--- src/rtl/num_string_renderer_if.sv ---
// num_string_renderer_if: pixel coordinates, value load controls and render outputs of the digit-string renderer
// Ports (master = VGA/control side, slave = renderer):
//   pixel_x, pixel_y, video_on  pixel stream from the VGA timing generator
//   frame_start, load, digits_in  frame pulse and value capture
//   pixel_on, pixel_valid, update_pending  render outputs
//   blink_mask  only when NUM_STRING_RENDERER_BLINK_EN is defined
interface num_string_renderer_if #(parameter int NUM_DIGITS = 4);
  logic [9:0] pixel_x;
  logic [9:0] pixel_y;
  logic video_on;
  logic frame_start;
  logic load;
  logic [4*NUM_DIGITS-1:0] digits_in;
  logic pixel_on;
  logic pixel_valid;
  logic update_pending;
`ifdef NUM_STRING_RENDERER_BLINK_EN
  logic [NUM_DIGITS-1:0] blink_mask;
`endif
  modport master(
`ifdef NUM_STRING_RENDERER_BLINK_EN
    output blink_mask,
`endif
    output pixel_x, pixel_y, video_on, frame_start, load, digits_in,
    input pixel_on, pixel_valid, update_pending
  );
  modport slave(
`ifdef NUM_STRING_RENDERER_BLINK_EN
    input blink_mask,
`endif
    input pixel_x, pixel_y, video_on, frame_start, load, digits_in,
    output pixel_on, pixel_valid, update_pending
  );
endinterface

--- src/rtl/num_string_renderer.sv ---
// num_string_renderer: renders a NUM_DIGITS character string (0-9, minus, blank) as a registered per-pixel on bit
// Ports: clk, reset (sync, active-high), bus (num_string_renderer_if.slave).
// Optional macro NUM_STRING_RENDERER_BLINK_EN adds bus.blink_mask and a 16-frame blink for masked cells.
module num_string_renderer #(
  parameter int NUM_DIGITS = 4,
  parameter int SCALE_LOG2 = 1,
  parameter int ORIGIN_X = 100,
  parameter int ORIGIN_Y = 50,
  parameter int LZB = 1
) (
  input logic clk,
  input logic reset,
  num_string_renderer_if.slave bus
);
  localparam int CW = 6 << SCALE_LOG2;
  localparam int CH = 6 << SCALE_LOG2;
  localparam int DB = NUM_DIGITS > 1 ? $clog2(NUM_DIGITS) : 1;
  localparam int W = 4 * NUM_DIGITS;
  logic [W-1:0] display, pending;
  logic upd;
  always_ff @(posedge clk)
    if (reset) begin
      display <= '1;
      pending <= '1;
      upd <= 1'b0;
    end else if (bus.load && bus.frame_start) begin
      display <= bus.digits_in;
      upd <= 1'b0;
    end else if (bus.load) begin
      pending <= bus.digits_in;
      upd <= 1'b1;
    end else if (bus.frame_start && upd) begin
      display <= pending;
      upd <= 1'b0;
    end
  logic [NUM_DIGITS-1:0] blink_off;
`ifdef NUM_STRING_RENDERER_BLINK_EN
  logic [4:0] frame_cnt;
  always_ff @(posedge clk)
    if (reset) frame_cnt <= '0;
    else if (bus.frame_start) frame_cnt <= frame_cnt + 5'd1;
  assign blink_off = frame_cnt[4] ? bus.blink_mask : '0;
`else
  assign blink_off = '0;
`endif
  // Effective code per digit (index 0 = LSD); leading zeros and blinked cells become blank at render time only
  logic [3:0] eff [NUM_DIGITS];
  always_comb begin
    logic lz;
    lz = (LZB != 0);
    for (int d = NUM_DIGITS - 1; d >= 0; d--) begin
      lz = lz && display[4*d +: 4] == 4'd0 && d != 0;
      eff[d] = (lz || blink_off[d]) ? 4'hF : display[4*d +: 4];
    end
  end
  int rx, ry;
  logic in_region;
  assign rx = int'(bus.pixel_x) - ORIGIN_X;
  assign ry = int'(bus.pixel_y) - ORIGIN_Y;
  assign in_region = rx >= 0 && rx < NUM_DIGITS * CW && ry >= 0 && ry < CH;
  logic s1_in, s1_vid;
  logic [DB-1:0] s1_dig;
  logic [2:0] s1_col, s1_row;
  always_ff @(posedge clk)
    if (reset) begin
      s1_in <= 1'b0;
      s1_vid <= 1'b0;
      s1_dig <= '0;
      s1_col <= '0;
      s1_row <= '0;
    end else begin
      s1_in <= in_region;
      s1_vid <= bus.video_on;
      s1_dig <= in_region ? DB'(NUM_DIGITS - 1 - rx / CW) : '0;
      s1_col <= 3'((rx % CW) >> SCALE_LOG2);
      s1_row <= 3'(ry >> SCALE_LOG2);
    end
  logic [3:0] code;
  logic [29:0] g;
  logic [4:0] bits;
  logic [7:0] sh;
  assign code = eff[s1_dig];
  // Six 5-bit rows packed MSB-first: row 0 (top) in [29:25], bit 4 of each row is the leftmost column
  always_comb
    case (code)
      4'd0: g = 30'b01110_10001_10001_10001_10001_01110;
      4'd1: g = 30'b00100_01100_00100_00100_00100_01110;
      4'd2: g = 30'b01110_10001_01000_00100_00010_11111;
      4'd3: g = 30'b11110_00001_01110_00001_00001_11110;
      4'd4: g = 30'b10010_10010_10010_11111_00010_00010;
      4'd5: g = 30'b11111_10000_11110_00001_00001_11110;
      4'd6: g = 30'b01110_10000_11110_10001_10001_01110;
      4'd7: g = 30'b11111_00001_00010_00100_01000_01000;
      4'd8: g = 30'b01110_10001_01110_10001_10001_01110;
      4'd9: g = 30'b01110_10001_10001_01111_00001_01110;
      4'hA: g = 30'b00000_00000_00000_11111_00000_00000;
      default: g = '0;
    endcase
  assign bits = 5'(g >> (5 * (3'd5 - s1_row)));
  // Shifting left by col brings the addressed column to bit 4; the gap column (col 5) shifts in a zero
  assign sh = {3'b000, bits} << s1_col;
  logic pon, pval;
  always_ff @(posedge clk)
    if (reset) begin
      pon <= 1'b0;
      pval <= 1'b0;
    end else begin
      pon <= s1_in & s1_vid & (s1_col < 3'd5) & sh[4];
      pval <= s1_vid;
    end
  assign bus.pixel_on = pon;
  assign bus.pixel_valid = pval;
  assign bus.update_pending = upd;
endmodule
--- src/flat_wrapper.sv ---
// flat-port wrapper written by rule: the top's interface ports become plain ports
module num_string_renderer_flat 
#(
  parameter int NUM_DIGITS = 4,
  parameter int SCALE_LOG2 = 1,
  parameter int ORIGIN_X = 100,
  parameter int ORIGIN_Y = 50,
  parameter int LZB = 1
)
  (clk, reset, bus_pixel_x, bus_pixel_y, bus_video_on, bus_frame_start, bus_load, bus_digits_in, bus_pixel_on, bus_pixel_valid, bus_update_pending);
  num_string_renderer_if #(.NUM_DIGITS(NUM_DIGITS)) bus_i ();
  input logic clk;
  input logic reset;
  input wire logic [$bits(bus_i.pixel_x)-1:0] bus_pixel_x;
  input wire logic [$bits(bus_i.pixel_y)-1:0] bus_pixel_y;
  input wire logic [$bits(bus_i.video_on)-1:0] bus_video_on;
  input wire logic [$bits(bus_i.frame_start)-1:0] bus_frame_start;
  input wire logic [$bits(bus_i.load)-1:0] bus_load;
  input wire logic [$bits(bus_i.digits_in)-1:0] bus_digits_in;
  output wire logic [$bits(bus_i.pixel_on)-1:0] bus_pixel_on;
  output wire logic [$bits(bus_i.pixel_valid)-1:0] bus_pixel_valid;
  output wire logic [$bits(bus_i.update_pending)-1:0] bus_update_pending;
  assign bus_i.pixel_x = bus_pixel_x;
  assign bus_i.pixel_y = bus_pixel_y;
  assign bus_i.video_on = bus_video_on;
  assign bus_i.frame_start = bus_frame_start;
  assign bus_i.load = bus_load;
  assign bus_i.digits_in = bus_digits_in;
  assign bus_pixel_on = bus_i.pixel_on;
  assign bus_pixel_valid = bus_i.pixel_valid;
  assign bus_update_pending = bus_i.update_pending;
  num_string_renderer #(.NUM_DIGITS(NUM_DIGITS), .SCALE_LOG2(SCALE_LOG2), .ORIGIN_X(ORIGIN_X), .ORIGIN_Y(ORIGIN_Y), .LZB(LZB)) u_core (.clk(clk), .reset(reset), .bus(bus_i));
endmodule
--- config.mk ---
export PLATFORM = sky130hd
export DESIGN_NAME = num_string_renderer_flat
export DESIGN_NICKNAME = d
export VERILOG_FILES = /design/src/rtl/num_string_renderer_if.sv /design/src/rtl/num_string_renderer.sv /design/src/flat_wrapper.sv
export SDC_FILE = /design/constraint.sdc
export NUM_CORES = 1
export LEC_CHECK = 0
export BUFFER_PORTS_ARGS = -buffer_cell sky130_fd_sc_hd__buf_2
export CAP_MARGIN = 30
export CORE_UTILIZATION = 60
export CTS_BUF_LIST = sky130_fd_sc_hd__clkbuf_4 sky130_fd_sc_hd__clkbuf_8 sky130_fd_sc_hd__clkbuf_16
export DETAILED_ROUTE_END_ITERATION = 16
export PLACE_DENSITY = 0.89
export SKIP_LAST_GASP = 1
export SLEW_MARGIN = 5
export SYNTH_ARGS = -nofsm -noshare
export SYNTH_HDL_FRONTEND = slang
export SYNTH_SLANG_ARGS = --single-unit
--- constraint.sdc ---
create_clock -name clk -period 12.2 [get_ports clk]
set_input_delay 1.83 -clock clk [delete_from_list [all_inputs] [get_ports clk]]
set_output_delay 1.83 -clock clk [all_outputs]
set_load 0.05 [all_outputs]
Yosys cells after proc, flatten, opt, wreduce, memory -nomap -nowiden
Memories as Yosys holds them, arrays and structs flattened.
Index checks and enable logic that the tools add are counted.
- register bits: 45
- memory bits (read-only): 480
- bits of input ports: 41
- output and inout bits: 3
- word-level logic and storage cells: 60
- memories: 1
- memories (name ; depth ; width ; rd ports ; clocked after memory_dff ; wr ports ; RTL line ; RTL):
    (name not given) ; 16 ; 30 ; 1 ; 0 ; 0 ; num_string_renderer.sv:85 ; case (code)
- add/subtract/negate cells: 4
- $mul: 1
- divide/modulo/power cells: 2
- order comparisons: 6
- equal/unequal tests: 1
- shifts and indexed selects: 2
- mux-type cells: 11
- bitwise operators: 6
- reduce and logical (&&, ||, !) cells: 16
- operators by type and width (operator ; number):
    $ge 32x1->1 const B ; 2
    $mux 16 ; 3
    $div 32x5->32 const B ; 1
    $lt 32x5->1 const B ; 1
    $lt 32x7->1 const B ; 1
    $mod 32x5->32 const B ; 1
    $mul 3x32->32 const A ; 1
    $shr 30x32->5 ; 1
    $mux 4 ; 5
    $logic_not 4->1 ; 3
    $sub 10x6->11 const B ; 1
    $sub 10x7->11 const B ; 1
    $bmux 4 s2 ; 1
    $logic_and 1x1->1 ; 7
    $shl 5x3->5 ; 1
    $reduce_and 2->1 ; 2
    $reduce_bool 2->1 ; 2
    $reduce_or 2->1 ; 2
    $sub 3x3->4 const A ; 1
    $and 1x1->1 ; 3
    $ge 3x3->1 const B ; 1
    $lt 3x3->1 const B ; 1
    $not 2->3 ; 1
    $mux 1 ; 2
    3 further kinds ; 4

Depth between registers and ports, before layout
An unclocked memory read counts as a cell.
- depth after elaboration: 11
- depth in mapped cells: 22
- gate-level depth less buffers: 19

Worst setup path after synthesis
OpenSTA, ideal clock, no wires.
- kind: input to register
- start point: input bus_pixel_x[2]
- end point: register u_core.s1_col[2]
- setup time: 0.112 ns
- data arrival time: 5.825 ns
- data required time: 12.088 ns
- path slack: 6.263 ns
- stages on the path: 20
- buffers on the path: 2
- cell sequence: clkbuf_1 inv_1 ha_1 clkbuf_1 nor2b_1 o21ai_1 nor3b_1 o21ai_0 nor4_1 o31a_1 a221oi_1 o21a_1 mux2_2 ha_1 inv_1 and2_1 a32o_1 xor2_1 nand2_1 a2111oi_1
- longest elaborated chain between the ends: 2
- RTL lines (what ; RTL line ; RTL):
    from (decl) ; flat_wrapper.sv:14 ; input wire logic [$bits(bus_i.pixel_x)-1:0] bus_pixel_x;
    $sub 10x7->11 ; num_string_renderer.sv:58 ; assign rx = int'(bus.pixel_x) - ORIGIN_X;
    $mod 32x5->32 ; num_string_renderer.sv:75 ; s1_col <= 3'((rx % CW) >> SCALE_LOG2);
    to (signal assigned) ; num_string_renderer.sv:75 ;
    to (decl) ; num_string_renderer.sv:63 ; logic [2:0] s1_col, s1_row;
Every way passes these cells.
A chain may end at the register's enable or synchronous reset.

Worst setup path after layout
Ends and elaborated chain as after synthesis.

==> qor.csv <==
metric,value,unit
status,"finished, final reports clean",
initial core utilization,62.2,%
top cells by instance count after synthesis,"81 x nand2_1, 49 x nor2_1, 45 x dfxtp_1, 41 x o21ai_0, 39 x clkbuf_1",
wire per inst,19.1,um
placed cells,771,
final setup TNS,0,ns
first-pass GRT wire length,24000,um
number of diodes,0,
Synth top area share,18.6,%
final hold vios,0,
CORE AREA,7770,um2
Max VDD drop,86.4,uV
arrival time worst endpoint,6.80,ns
DRC viols,0,
Hold WC Path Type,flip-flop to flip-flop,
min-delay src,u_core.s1_vid$_SDFF_PP0_,
num ports,44,
"Avg Cell Area, Syn",7.13,um2
Worst Clk Skew,0.0106,ns
post-CTS sizing,0,
CTS root buf,clkbuf_8,
Slew @ Worst Pin,1.06,ns
die height,91.7,um
"Min Clock Period, post-route",6.62,ns
Switching Fraction,39.9,%
Power per Cell Area,97.6,nW/um2
final setup fails,0,
Worst R2R Setup Slack,7.35,ns
clock buffers created by TritonCTS,5,
# port buffers,42,
post-synthesis cell count,678,
std cell rows,32,
final wirelength,14900,um
Synth cell types,75,
crit path kind,input port to flip-flop,
Pint,299,uW
yosys warns,0,
largest net degree at the start of global routing,43,
most frequent cell after synthesis,nand2_1,
CP Data Required Time,12.38,ns
Worst-path clk slew,0.08,ns
CTS sink count,45,
post-synthesis cell area,4830,um2
Slew Limit Fails,0,
fin area,5100,um2
Die ar.,8410,um2
RSZ-0062 raised after global routing,false,
Synth area leader,dfxtp_1,
placed cell areas,4970,um2
Reg-to-Reg Start,u_core.display[12]$_SDFFE_PP1P_,
Max Cap Viol,0,
clock buffer depth,2,
ANT nets after route,0,
hold path depth,1,
Initial DRC Count,674,
Reg-to-Reg End,u_core.bus.pixel_on$_SDFF_PP0_,
vias in the first global route,5037,
crit end category,flip-flop,
CP startpoint kind,input port,
initial antenna violation count,0,
sequential share of the synthesized area,18.6,%
R2R depth,13,
switching power,199,uW
Leak,1.84,nW
fin crit share,54.3,%
"top cells by area, synth","dfxtp_1 19%, nand2_1 6.3%, o21ai_0 4.2%",
Post-synth EDFFs,0,
Hold Path End,u_core.bus.pixel_valid$_SDFF_PP0_,
Final GP Congestion,1.00,
total gr overflow,0,
GRT Overall Usage,34.5,%
routed vias/inst,7.21,
Post-CTS Setup Repair Bufs,0,
clk_lat worst skew,0.30,ns
H-tree depth,2,
CTS tree,yes,
sequential share of power,33.9,%
via count,5634,
"non-filler cells, final",781,
die width,91.7,um
syn nets,734,
"Hold-fix buffers, CTS",0,
Post-DP HPWL,10400,um
ys flop type,dfxtp_1,
#FFs+latches synth,45,
Worst Path Max Fanout,11,
number of detailed-route iterations in the first pass,6,
Comb power frac,42.8,%
Clock power frac,23.3,%
fin nets,734,
proportion of layout cells with a drive suffix above 1,12.2,%
Area growth syn-to-layout,5.57,%
Hold Worst Slack,0.470,ns
Max Clk Rate,0.151,GHz
max_slew headroom,28.9,%
async set-reset flop share out of synthesis,0,%
how the worst max path moves through the flow:
stage / from / endpoint / slack [ns] / cells past startpoint
finish: bus_pixel_x[2] / u_core.s1_col[2]$_SDFF_PP0_ / 5.58 / 19
global route: bus_pixel_x[2] / u_core.s1_col[2]$_SDFF_PP0_ / 5.27 / 19
CTS: bus_pixel_x[2] / u_core.s1_col[2]$_SDFF_PP0_ / 5.72 / 19
detailed placement: bus_pixel_x[2] / u_core.s1_col[2]$_SDFF_PP0_ / 5.48 / 19
global placement: bus_pixel_x[2] / u_core.s1_col[2]$_SDFF_PP0_ / 5.70 / 19
floorplan: bus_pixel_x[2] / u_core.s1_col[2]$_SDFF_PP0_ / 6.26 / 20
layout make-up:
cell class / count / area (um2)
Clock buffer: 5 / 68.8
Inverter: 24 / 90.1
Tap cell: 102 / 128
Timing Repair Buffer: 49 / 267
Sequential cell: 45 / 901
Fill cell: 654 / 2670
Clock inverter: 3 / 50.0
Multi-Input combinational cell: 553 / 3600
cell usage in the layout (no fill, tap or decap), types with 5 or more instances in the layout:
master	synthesis	layout
xor2_1	8	8
nand3_1	30	30
and2_1	5	5
o211ai_1	6	6
nand2_1	81	81
dfxtp_1	45	45
buf_2	11	42
a221o_1	16	16
o221ai_1	7	7
a21oi_1	31	31
nor3_1	30	30
nor2_1	49	49
nor4_1	9	9
a221oi_1	7	7
ha_1	14	14
o22ai_1	5	5
mux2i_1	8	8
a211o_1	19	19
o21ai_0	41	41
a31oi_1	16	16
a211oi_1	9	9
o2111ai_1	8	8
xnor2_1	10	10
nor2b_1	27	26
nand2b_1	10	10
inv_1	24	24
mux2_2	5	5
buf_4	0	6
clkbuf_8	0	5
power by group through the flow:
| stage | clock, mW | sequential, mW | combinational, mW |
|---|---|---|---|
| final | 0.116 | 0.169 | 0.213 |
| after global routing | 0.123 | 0.170 | 0.229 |
| after CTS | 0.117 | 0.168 | 0.204 |
| after detailed placement | 0 | 0.171 | 0.201 |
| after global placement | 0 | 0.171 | 0.195 |
| after floorplan | 0 | 0.169 | 0.158 |
registers in the layout (all words and copies together) (netlist names):
| signal | count |
|---|---|
| u_core.bus.pixel_on | 1 |
| u_core.bus.pixel_valid | 1 |
| u_core.bus.update_pending | 1 |
| u_core.display | 16 |
| u_core.pending | 16 |
| u_core.s1_col | 3 |
| u_core.s1_dig | 2 |
| u_core.s1_in | 1 |
| u_core.s1_row | 3 |
| u_core.s1_vid | 1 |
per-stage QoR:
step	power [mW]	setup slack, ns	util (%)
3_3_place_gp	0.365	5.70	63.8
4_1_cts	0.489	5.72	65.5
5_1_grt	0.523	5.27	65.7
3_5_place_dp	0.373	5.48	63.9
6_report	0.498	5.58	65.7
2_1_floorplan	0.327	6.26	-
cell families after synthesis:
group / share of synthesized area, %
AO/OA/AOI/OAI: 37.4
XOR/XNOR: 3.26
adder cells (fa/ha/maj): 4.04
buffers and inverters: 6.97
flip-flops: 18.6
multiplexers: 2.82
AND/OR/NAND/NOR: 26.9
worst max-delay path, cell delays in order:
cell and delay [ns]:
buf_2 0.15, inv_1 0.07, ha_1 0.36, nand2b_1 0.22
a21boi_1 0.53, o211ai_1 0.30, xnor2_1 0.48, nor4_1 0.14
o31a_1 0.33, a221oi_1 0.33, o21a_1 0.30, mux2_2 0.37
ha_1 0.26, nor2_1 0.15, o21a_1 0.14, a32o_1 0.25
xor2_1 0.19, nand2_1 0.07, a2111oi_1 0.34
layer usage:
metal,global-route usage [%],up-vias,share of wire [%]
li1,-,2575,-
met2,56.2,406,46
met3,4.15,64,9.9
met1,44.9,2589,40
met5,0,-,0
met4,17.1,0,4.0
Power figures use the tool's default switching activity.
